**config.mk**
```make
export PLATFORM = sky130hd
export DESIGN_NAME = stereo_camera_emulator_flat
export DESIGN_NICKNAME = d
export VERILOG_FILES = /design/src/rtl/stereo_camera_emulator_if.sv /design/src/rtl/stereo_camera_emulator.sv /design/src/flat_wrapper.sv
export SDC_FILE = /design/constraint.sdc
export NUM_CORES = 1
export LEC_CHECK = 0
export CAP_MARGIN = 15
export CORE_MARGIN = 2
export CORE_UTILIZATION = 55
export DETAILED_ROUTE_END_ITERATION = 12
export MAX_ROUTING_LAYER = met4
export PLACE_DENSITY = 0.78
export REMOVE_ABC_BUFFERS = 1
export SLEW_MARGIN = 20
export SYNTH_ARGS = -nofsm -noshare
export SYNTH_HDL_FRONTEND = slang
export SYNTH_SLANG_ARGS = --single-unit
```
**constraint.sdc**
```tcl
create_clock -name clock -period 6.4 [get_ports clock]
set_input_delay 1.28 -clock clock [delete_from_list [all_inputs] [get_ports clock]]
set_output_delay 1.28 -clock clock [all_outputs]
set_load 0.01 [all_outputs]
```
**src/rtl/stereo_camera_emulator_if.sv**
```systemverilog
// Interleaved stereo video stream as driven by the camera emulator and
// consumed by the camera front end.
interface stereo_camera_emulator_if;
    logic        frame_valid;
    logic        line_valid;
    logic [7:0]  pixel_data;
    logic        frame_done;
    logic [15:0] frame_count;

    modport master (
        output frame_valid,
        output line_valid,
        output pixel_data,
        output frame_done,
        output frame_count
    );

    modport slave (
        input frame_valid,
        input line_valid,
        input pixel_data,
        input frame_done,
        input frame_count
    );
endinterface

```
**src/rtl/stereo_camera_emulator.sv**
```systemverilog
// Deterministic stereo sensor-pair stand-in: emits left/right byte-interleaved
// test images where the right image is the left one shifted by a set disparity.
module stereo_camera_emulator #(
    parameter int H_ACTIVE = 752,
    parameter int V_ACTIVE = 480,
    parameter int H_BLANK  = 94,
    parameter int V_BLANK  = 1000,
    parameter int FV_TO_LV = 4,
    parameter int LV_TO_FV = 4
) (
    input  logic                      clock,
    input  logic                      reset,
    input  logic                      enable,
    input  logic [1:0]                pattern_sel,
    input  logic [5:0]                disparity,
    stereo_camera_emulator_if.master  vid
);

    localparam logic [15:0] LEAD_LAST  = 16'(FV_TO_LV - 1);
    localparam logic [15:0] LINE_LAST  = 16'(2 * H_ACTIVE - 1);
    localparam logic [15:0] HBL_LAST   = 16'(H_BLANK - 1);
    localparam logic [15:0] TRAIL_LAST = 16'(LV_TO_FV - 1);
    localparam logic [15:0] VBL_LAST   = 16'(V_BLANK - 1);
    localparam logic [8:0]  Y_LAST     = 9'(V_ACTIVE - 1);
    localparam logic [10:0] H_LIM      = 11'(H_ACTIVE);

    typedef enum logic [2:0] {
        IDLE     = 3'd0,
        FV_LEAD  = 3'd1,
        LINE     = 3'd2,
        HBLANK   = 3'd3,
        FV_TRAIL = 3'd4,
        VBLANK   = 3'd5
    } state_t;

    state_t      state_r;
    logic [15:0] cnt_r;
    logic [8:0]  y_r;
    logic [1:0]  mode_r;
    logic [5:0]  disp_r;
    logic        frame_valid_r;
    logic        line_valid_r;
    logic [7:0]  pixel_data_r;
    logic        frame_done_r;
    logic [15:0] frame_count_r;

    logic [10:0] byte_idx_s;
    logic [9:0]  x_s;
    logic [10:0] x_shift_s;
    logic [7:0]  y_next_s;
    logic [7:0]  pixel_next_s;

    function automatic logic [7:0] pattern_px(input logic [1:0] mode,
                                              input logic [7:0] x,
                                              input logic [7:0] y);
        logic [7:0] px;
        case (mode)
            2'd0:    px = x;
            2'd1:    px = y;
            2'd2:    px = (x[3] ^ y[3]) ? 8'hFF : 8'h00;
            2'd3:    px = x * 8'd37 + y * 8'd101;
            default: px = 8'h00;
        endcase
        return px;
    endfunction

    // Byte to present on the next edge; outputs are registered, so look one byte ahead.
    always_comb begin
        byte_idx_s   = 11'd0;
        y_next_s     = y_r[7:0];
        pixel_next_s = 8'h00;
        if (state_r == LINE) begin
            byte_idx_s = cnt_r[10:0] + 11'd1;
        end else begin
            byte_idx_s = 11'd0;
        end
        if (state_r == HBLANK) begin
            y_next_s = y_r[7:0] + 8'd1;
        end else begin
            y_next_s = y_r[7:0];
        end
        x_s       = byte_idx_s[10:1];
        x_shift_s = {1'b0, x_s} + {5'd0, disp_r};
        if (!byte_idx_s[0]) begin
            pixel_next_s = pattern_px(mode_r, x_s[7:0], y_next_s);
        end else if (x_shift_s < H_LIM) begin
            pixel_next_s = pattern_px(mode_r, x_shift_s[7:0], y_next_s);
        end else begin
            pixel_next_s = 8'h00;
        end
    end

    // Frame timing FSM with registered stream outputs.
    always_ff @(posedge clock or posedge reset) begin
        if (reset) begin
            state_r       <= IDLE;
            cnt_r         <= 16'd0;
            y_r           <= 9'd0;
            mode_r        <= 2'd0;
            disp_r        <= 6'd0;
            frame_valid_r <= 1'b0;
            line_valid_r  <= 1'b0;
            pixel_data_r  <= 8'h00;
            frame_done_r  <= 1'b0;
            frame_count_r <= 16'd0;
        end else begin
            frame_done_r <= 1'b0;
            case (state_r)
                IDLE: begin
                    if (enable) begin
                        state_r       <= FV_LEAD;
                        cnt_r         <= 16'd0;
                        y_r           <= 9'd0;
                        mode_r        <= pattern_sel;
                        disp_r        <= disparity;
                        frame_valid_r <= 1'b1;
                    end else begin
                        frame_valid_r <= 1'b0;
                    end
                    line_valid_r <= 1'b0;
                    pixel_data_r <= 8'h00;
                end
                FV_LEAD: begin
                    if (cnt_r == LEAD_LAST) begin
                        state_r      <= LINE;
                        cnt_r        <= 16'd0;
                        line_valid_r <= 1'b1;
                        pixel_data_r <= pixel_next_s;
                    end else begin
                        cnt_r <= cnt_r + 16'd1;
                    end
                end
                LINE: begin
                    if (cnt_r == LINE_LAST) begin
                        state_r      <= (y_r < Y_LAST) ? HBLANK : FV_TRAIL;
                        cnt_r        <= 16'd0;
                        line_valid_r <= 1'b0;
                        pixel_data_r <= 8'h00;
                    end else begin
                        cnt_r        <= cnt_r + 16'd1;
                        pixel_data_r <= pixel_next_s;
                    end
                end
                HBLANK: begin
                    if (cnt_r == HBL_LAST) begin
                        state_r      <= LINE;
                        cnt_r        <= 16'd0;
                        y_r          <= y_r + 9'd1;
                        line_valid_r <= 1'b1;
                        pixel_data_r <= pixel_next_s;
                    end else begin
                        cnt_r <= cnt_r + 16'd1;
                    end
                end
                FV_TRAIL: begin
                    if (cnt_r == TRAIL_LAST) begin
                        state_r       <= VBLANK;
                        cnt_r         <= 16'd0;
                        frame_valid_r <= 1'b0;
                        frame_done_r  <= 1'b1;
                        frame_count_r <= frame_count_r + 16'd1;
                    end else begin
                        cnt_r <= cnt_r + 16'd1;
                    end
                end
                VBLANK: begin
                    if (cnt_r == VBL_LAST) begin
                        cnt_r <= 16'd0;
                        y_r   <= 9'd0;
                        if (enable) begin
                            state_r       <= FV_LEAD;
                            mode_r        <= pattern_sel;
                            disp_r        <= disparity;
                            frame_valid_r <= 1'b1;
                        end else begin
                            state_r <= IDLE;
                        end
                    end else begin
                        cnt_r <= cnt_r + 16'd1;
                    end
                end
                default: begin
                    state_r       <= IDLE;
                    cnt_r         <= 16'd0;
                    frame_valid_r <= 1'b0;
                    line_valid_r  <= 1'b0;
                    pixel_data_r  <= 8'h00;
                end
            endcase
        end
    end

    assign vid.frame_valid = frame_valid_r;
    assign vid.line_valid  = line_valid_r;
    assign vid.pixel_data  = pixel_data_r;
    assign vid.frame_done  = frame_done_r;
    assign vid.frame_count = frame_count_r;

endmodule

```
**src/flat_wrapper.sv**
```systemverilog
// flat-port wrapper written by rule: the top's interface ports become plain ports
module stereo_camera_emulator_flat 
#(
    parameter int H_ACTIVE = 752,
    parameter int V_ACTIVE = 480,
    parameter int H_BLANK  = 94,
    parameter int V_BLANK  = 1000,
    parameter int FV_TO_LV = 4,
    parameter int LV_TO_FV = 4
)
  (clock, reset, enable, pattern_sel, disparity, vid_frame_valid, vid_line_valid, vid_pixel_data, vid_frame_done, vid_frame_count);
  stereo_camera_emulator_if vid_i ();
  input  logic clock;
  input  logic reset;
  input  logic enable;
  input  logic [1:0] pattern_sel;
  input  logic [5:0] disparity;
  output wire logic [$bits(vid_i.frame_valid)-1:0] vid_frame_valid;
  output wire logic [$bits(vid_i.line_valid)-1:0] vid_line_valid;
  output wire logic [$bits(vid_i.pixel_data)-1:0] vid_pixel_data;
  output wire logic [$bits(vid_i.frame_done)-1:0] vid_frame_done;
  output wire logic [$bits(vid_i.frame_count)-1:0] vid_frame_count;
  assign vid_frame_valid = vid_i.frame_valid;
  assign vid_line_valid = vid_i.line_valid;
  assign vid_pixel_data = vid_i.pixel_data;
  assign vid_frame_done = vid_i.frame_done;
  assign vid_frame_count = vid_i.frame_count;
  stereo_camera_emulator #(.H_ACTIVE(H_ACTIVE), .V_ACTIVE(V_ACTIVE), .H_BLANK(H_BLANK), .V_BLANK(V_BLANK), .FV_TO_LV(FV_TO_LV), .LV_TO_FV(LV_TO_FV)) u_core (.clock(clock), .reset(reset), .enable(enable), .pattern_sel(pattern_sel), .disparity(disparity), .vid(vid_i));
endmodule
```
Word level (Yosys, flattened, before mapping)
Index checks and enable logic that the tools add are counted.
- add/subtract/negate cells: 8
- $mul: 3
- $lt $le $gt $ge: 2
- eq/ne operators: 19
- multiplexer cells: 48
- bitwise logic cells: 4
- reductions and logical operators: 14
- operators with widths (operator ; number):
    8-bit one-hot mux with 4 select lines ; 3
    16-bit 2-to-1 mux ; 5
    16-bit one-hot mux with 5 select lines ; 1
    8-bit 2-to-1 mux ; 8
    16-bit by 1-bit adder with 16-bit output (second input constant) ; 2
    9-bit 2-to-1 mux ; 3
    9-bit one-hot mux with 3 select lines ; 1
    3-bit 2-to-1 mux ; 7
    3-bit one-hot mux with 6 select lines ; 1
    8-bit adder ; 2
    16-bit by 10-bit == test with 1-bit output (second input constant) ; 1
    16-bit by 11-bit == test with 1-bit output (second input constant) ; 1
    16-bit by 2-bit == test with 1-bit output (second input constant) ; 1
    16-bit by 7-bit == test with 1-bit output (second input constant) ; 1
    8-bit by 6-bit multiplier with 8-bit output (second input constant) ; 2
    6-bit 2-to-1 mux ; 2
    6-bit one-hot mux with 2 select lines ; 1
    4-bit AND reduction ; 3
    10-bit by 6-bit adder with 11-bit output ; 1
    11-bit by 1-bit adder with 11-bit output (second input constant) ; 1
    11-bit by 10-bit < comparator with 1-bit output (second input constant) ; 1
    11-bit 2-to-1 mux ; 1
    1-bit 2-to-1 mux ; 10
    9-bit by 1-bit adder with 9-bit output (second input constant) ; 1
    other kinds (24) ; 38
- register bits after elaboration: 63
- input port bits: 11
- output and inout port bits: 27
- word-level logic and storage cells: 108

Depth between registers and ports, before layout
- word-level depth: 10
- gate-level depth with buffers: 29
- mapped depth without buffers: 27

Worst setup path before layout
No wires, ideal clock.
- path type: flip-flop to flip-flop
- start point: register u_core.state_r[2]
- end point: register u_core.pixel_data_r[7] (netlist: u_core.vid.pixel_data[7])
- setup time: 0.132 ns
- data arrival time: 6.545 ns
- data required time: 6.268 ns
- setup slack: -0.278 ns
- cell stages (with the launch flop): 30
- buffers on the path: 2
- clock period less this slack: 6.678 ns
- cells stage by stage: dfrtp_1 > or2_1 > or2_1 > clkbuf_1 > clkbuf_1 > nor2_1 > ha_1 > inv_1 > fa_1 > inv_1 > o2111ai_1 > o221ai_1 > a211o_1 > a32o_1 > or2_2 > xnor2_1 > inv_1 > ha_1 > ha_1 > fa_1 > inv_1 > fa_1 > inv_1 > ha_1 > a21oi_1 > xnor3_1 > xnor2_1 > or4_1 > nand4_1 > o211ai_1
- longest elaborated chain between the ends: 10
- elaborated cells between the ends (all ways): 31
- those cells by class: add/sub: 3; mul: 3; order compare: 1; eq/ne: 7; mux: 12; bitwise: 3; reduce/logical: 2
- ends and longest elaborated chain (what ; RTL line ; source):
    start: declaration ; stereo_camera_emulator.sv:36 ; state_t state_r;
    start signal: assignment ; stereo_camera_emulator.sv:135 ; state_r <= (y_r < Y_LAST) ? HBLANK : FV_TRAIL;
    3-bit by 2-bit == test with 1-bit output ; stereo_camera_emulator.sv:72, stereo_camera_emulator.sv:108 ;
    11-bit 2-to-1 mux ; stereo_camera_emulator.sv:72 ; if (state_r == LINE) begin
    10-bit by 6-bit adder with 11-bit output ; stereo_camera_emulator.sv:83 ; x_shift_s = {1'b0, x_s} + {5'd0, disp_r};
    8-bit by 6-bit multiplier with 8-bit output / 1-bit XOR (equally long branches) ; stereo_camera_emulator.sv:61, stereo_camera_emulator.sv:60 ;
    8-bit adder / 8-bit 2-to-1 mux (equally long branches) ; stereo_camera_emulator.sv:61, stereo_camera_emulator.sv:60 ;
    8-bit one-hot mux with 4 select lines ; stereo_camera_emulator.sv:57 ; case (mode)
    8-bit 2-to-1 mux ; stereo_camera_emulator.sv:86 ; end else if (x_shift_s < H_LIM) begin
    8-bit 2-to-1 mux ; stereo_camera_emulator.sv:84 ; if (!byte_idx_s[0]) begin
    8-bit 2-to-1 mux (on tied branches) ; stereo_camera_emulator.sv:145, stereo_camera_emulator.sv:124, stereo_camera_emulator.sv:134 ;
    8-bit one-hot mux with 4 select lines ; stereo_camera_emulator.sv:108 ; case (state_r)
    end signal: assignment ; stereo_camera_emulator.sv:128 ; pixel_data_r <= pixel_next_s;
    end signal: assignment ; stereo_camera_emulator.sv:141 ; pixel_data_r <= pixel_next_s;
    end signal: assignment ; stereo_camera_emulator.sv:150 ; pixel_data_r <= pixel_next_s;
    end: declaration ; stereo_camera_emulator.sv:43 ; logic [7:0] pixel_data_r;
Parallel ways exist; a longest one is shown, timed or not. The select of a mux whose other input is x is not followed.
A chain may end at the register's enable or synchronous reset.

Worst setup path in the final report
- start point: register u_core.cnt_r[0]
- end point: register u_core.pixel_data_r[7] (netlist: u_core.vid.pixel_data[7])
- longest elaborated chain between the ends: 10
- elaborated cells between the ends (all ways): 26
- those cells by class: add/sub: 4; mul: 2; order compare: 1; eq/ne: 5; mux: 11; bitwise: 2; reduce/logical: 1
- ends and longest elaborated chain (what ; RTL line ; source):
    start: declaration ; stereo_camera_emulator.sv:37 ; logic [15:0] cnt_r;
    start signal: assignment ; stereo_camera_emulator.sv:130 ; cnt_r <= cnt_r + 16'd1;
    start signal: assignment ; stereo_camera_emulator.sv:140 ; cnt_r <= cnt_r + 16'd1;
    start signal: assignment ; stereo_camera_emulator.sv:152 ; cnt_r <= cnt_r + 16'd1;
    11-bit by 1-bit adder with 11-bit output ; stereo_camera_emulator.sv:73 ; byte_idx_s = cnt_r[10:0] + 11'd1;
    11-bit 2-to-1 mux ; stereo_camera_emulator.sv:72 ;
    10-bit by 6-bit adder with 11-bit output ; stereo_camera_emulator.sv:83 ;
    8-bit by 6-bit multiplier with 8-bit output / 1-bit XOR (equally long branches) ; stereo_camera_emulator.sv:61, stereo_camera_emulator.sv:60 ;
    8-bit adder / 8-bit 2-to-1 mux (equally long branches) ; stereo_camera_emulator.sv:61, stereo_camera_emulator.sv:60 ;
    8-bit one-hot mux with 4 select lines ; stereo_camera_emulator.sv:57 ;
    8-bit 2-to-1 mux ; stereo_camera_emulator.sv:86 ;
    8-bit 2-to-1 mux ; stereo_camera_emulator.sv:84 ;
    8-bit 2-to-1 mux (on tied branches) ; stereo_camera_emulator.sv:145, stereo_camera_emulator.sv:124, stereo_camera_emulator.sv:134 ;
    8-bit one-hot mux with 4 select lines ; stereo_camera_emulator.sv:108 ;
Parallel ways exist; a longest one is shown, timed or not. The select of a mux whose other input is x is not followed.

==> summary.txt <==
Power
  • Pwr Total: 766 uW
  • Clock Power Share: 46.1%
  • P_sw: 183 uW
  • Power Internal: 583 uW
  • Max IR drop VDD: 112 uV
  • Sw Ratio: 23.9%
  • Pleak: 0.00325 uW
  • Power share of the combinational group: 2.0%
  • Power Dens Cells: 110 nW/um2
  • Flop pwr share: 51.9%

GRT
  • Gr ovfl total: 0
  • Largest net degree at the start of global routing: 64
  • First-pass GRT wire length: 26000 um
  • Initial antenna violation count: 0
  • Overall Global Routing Usage: 28.9%
  • Vias in the first global route: 5278

Synthesis
  • EDFF count, synth: 0
  • Synth area leaders: dfrtp_1 (26%), ha_1 (11%), xnor2_1 (6.8%)
  • Post-synthesis cell type count: 72
  • #FFs+latches synth: 63
  • Cell Area, Synth: 6070 um2
  • Synthesized area per cell: 8.67 um2
  • Syn. warnings: 0
  • Synth Flop Type: dfrtp_1
  • Share of synthesized flip-flops with an asynchronous set or reset: 100%
  • Post-synthesis cell count: 700
  • Sequential element share of the synthesized area: 26.0%
  • Dominant cell type by area after synthesis: dfrtp_1
  • Synth top area share: 26.0%

Cells and area
  • Non-Filler Instances: 893
  • Nets: 826
  • Antenna cells: 0
  • Commonest non-fill, non-tap cell in the layout: dfrtp_1
  • Share of cells above drive strength 1: 13.4%
  • Most frequent cells in the layout: dfrtp_1 (62), nor2_1 (60), inv_1 (57)
  • Final core occ: 64.8%
  • Area grow syn2layout: 15.1%

Job
  • Max cap viols: 0

Setup path
  • Req. time, crit path: 6.63 ns
  • Worst-path fanout max: 4
  • CP endpoint kind: flop
  • Worst setup SP type: flop
  • CP Class: reg2reg
  • Arr. time, crit path: 6.30 ns

Timing
  • TNS Setup: 0 ns
  • Slew headroom: 28.2%
  • Max frequency: 165 MHz
  • Worst Skew: 0.00912 ns
  • Tmin final: 6.07 ns
  • Final Setup Violations: 0
  • Actual slew at the worst max-slew pin: 1.07 ns
  • Final Hold Viols: 0
  • Fin crit share: 94.9%
  • Max-slew violations: 0

Detailed routing
  • Post-route ant nets: 0
  • Wirelength, routed: 15900 um
  • DR DRC count: 0
  • WL/cell: 17.8 um
  • Vias: 5421
  • DRT iter0 DRCs: 465
  • Vias per cell: 6.07
  • Drt pass-1 iters: 5

Floorplan
  • DIE HEIGHT: 109 um
  • Die ar.: 11900 um2
  • Num rows: 38
  • CORE AREA: 10800 um2
  • Ports: 38
  • Die span in x: 109 um
  • Initial Util: 56.3%

Clock network
  • TritonCTS clock tree: built
  • H-tree lvl count: 3
  • Root buffer cell: clkbuf_8
  • Clk_lat worst skew: 0.35 ns
  • Clock Pin Slew Worst Setup and Hold Paths: 0.08 ns
  • Clock Sink Count: 63
  • Clk buf depth: 2
  • Cts bufs inserted: 9
  • Hold-fix buffers, CTS: 0

Place
  • RePlAce Congestion: 0.995
  • Total placed cells including tap cells: 875
  • HPWL after DPL: 12200 um
  • Port Buffer Count: 37

Status
  • Outcome: finished, final reports clean

Hold path
  • Worst Hold Class: reg2reg
[synthesized netlist by cell type, drive strengths merged (6+ instances only)]
| master | number |
|---|---|
| o21ai | 48 |
| nor2 | 63 |
| nand2 | 54 |
| mux2 | 11 |
| xor2 | 22 |
| inv | 61 |
| fa | 12 |
| a31oi | 7 |
| o211ai | 6 |
| o31ai | 17 |
| xnor2 | 51 |
| clkbuf | 25 |
| nand3 | 22 |
| buf | 11 |
| a21oi | 32 |
| nand2b | 6 |
| a21o | 11 |
| and3 | 10 |
| dfrtp | 63 |
| nand4 | 8 |
| nor3 | 15 |
| or3 | 6 |
| ha | 55 |
[registers in the layout, indices dropped and copies added (netlist names)]
name	flops
u_core.vid.pixel_data	8
u_core.y_r	9
u_core.vid.line_valid	1
u_core.vid.frame_count	16
u_core.mode_r	2
u_core.vid.frame_valid	1
u_core.vid.frame_done	1
u_core.state_r	3
u_core.cnt_r	16
u_core.disp_r	6
[per-stage QoR]
| stage | setup slack (ns) | area (um2) | hold WS (ns) |
|---|---|---|---|
| floorplan | -0.205 | 5900 | 0.447 |
| CTS | 0.000867 | 6910 | 0.490 |
| global placement | 0.174 | 6710 | 0.458 |
| detailed placement | 0.0169 | 6710 | 0.474 |
| global route | -0.00519 | 6990 | 0.509 |
| finish | 0.329 | 6990 | 0.489 |
[routing by layer]
layer / vias to the layer above / track usage [%] / share of wire (%)
met5: - / - / 0
met4: 0 / 10.9 / 3.3
met3: 46 / 5.56 / 7.4
met2: 223 / 44.7 / 46
met1: 2586 / 37.6 / 43
li1: 2566 / - / -
[final timing paths]
check / from / end / slack, ns / cells after the start
worst max-delay path: u_core.cnt_r[0]$_DFFE_PP0N_ / u_core.vid.pixel_data[7]$_DFFE_PP0P_ / 0.33 / 26
worst min-delay path: u_core.cnt_r[15]$_DFFE_PP0N_ / u_core.cnt_r[15]$_DFFE_PP0N_ / 0.49 / 1
worst max register to register: u_core.cnt_r[0]$_DFFE_PP0N_ / u_core.vid.pixel_data[7]$_DFFE_PP0P_ / 0.33 / 26
worst min register to register: u_core.cnt_r[15]$_DFFE_PP0N_ / u_core.cnt_r[15]$_DFFE_PP0N_ / 0.49 / 1
max in group asynchronous: reset / u_core.cnt_r[0]$_DFFE_PP0N_ / 4.35 / 3
min in group asynchronous: reset / u_core.y_r[6]$_DFFE_PP0P_ / 1.48 / 3
[worst max-delay path: stages (launching register included)]
cell and delay [ns]:
dfrtp_2 0.45, ha_4 0.28, nor2_2 0.04, ha_1 0.18, inv_1 0.08, fa_2 0.21, inv_1 0.07, o2111ai_2 0.17
o221ai_2 0.14, a211o_1 0.29, a32o_2 0.28, or2_2 0.32, xnor2_2 0.19, inv_2 0.07, ha_4 0.27, ha_4 0.19
fa_1 0.53, inv_1 0.06, fa_2 0.35, xor2_1 0.20, xnor2_1 0.16, xnor2_1 0.14, xnor3_1 0.43, xnor2_1 0.15
or4_1 0.51, nand4_1 0.09, o211ai_1 0.08
[power groups by stage]
stage	clock network (uW)	logic (uW)	registers, uW
2_1_floorplan	0	5.89	406
3_3_place_gp	0	15.3	406
3_5_place_dp	0	15.7	406
4_1_cts	360	15.7	398
5_1_grt	378	17.3	398
6_report	353	15.0	398
[timing repair]
item                                    in CTS  in global routing
endpoints found under the setup margin       1                  1
resized for setup                            1                 13
setup buffers                                0                  2
pin swaps                                    0                  7
[kinds of logic after synthesis]
group	synth area share (%)
muxes	3.98
and+or+nand+nor	16.7
xor gates and xnor gates	13.1
adders and majority gates	15.5
DFF	26.0
AOI/OAI and AO/OA	18.3
buffers and inverters	6.53
[cell type report]
class                      count  area (um2)
multi-input combinational    540        4170
fill                         902        3800
clock inverter                 7        71.3
sequential                    63        1580
tap                          140         175
inverter                      61         229
timing repair buffer          73         641
clock buffer                   9         124
Note: power is estimated with default switching activity, not from simulation.
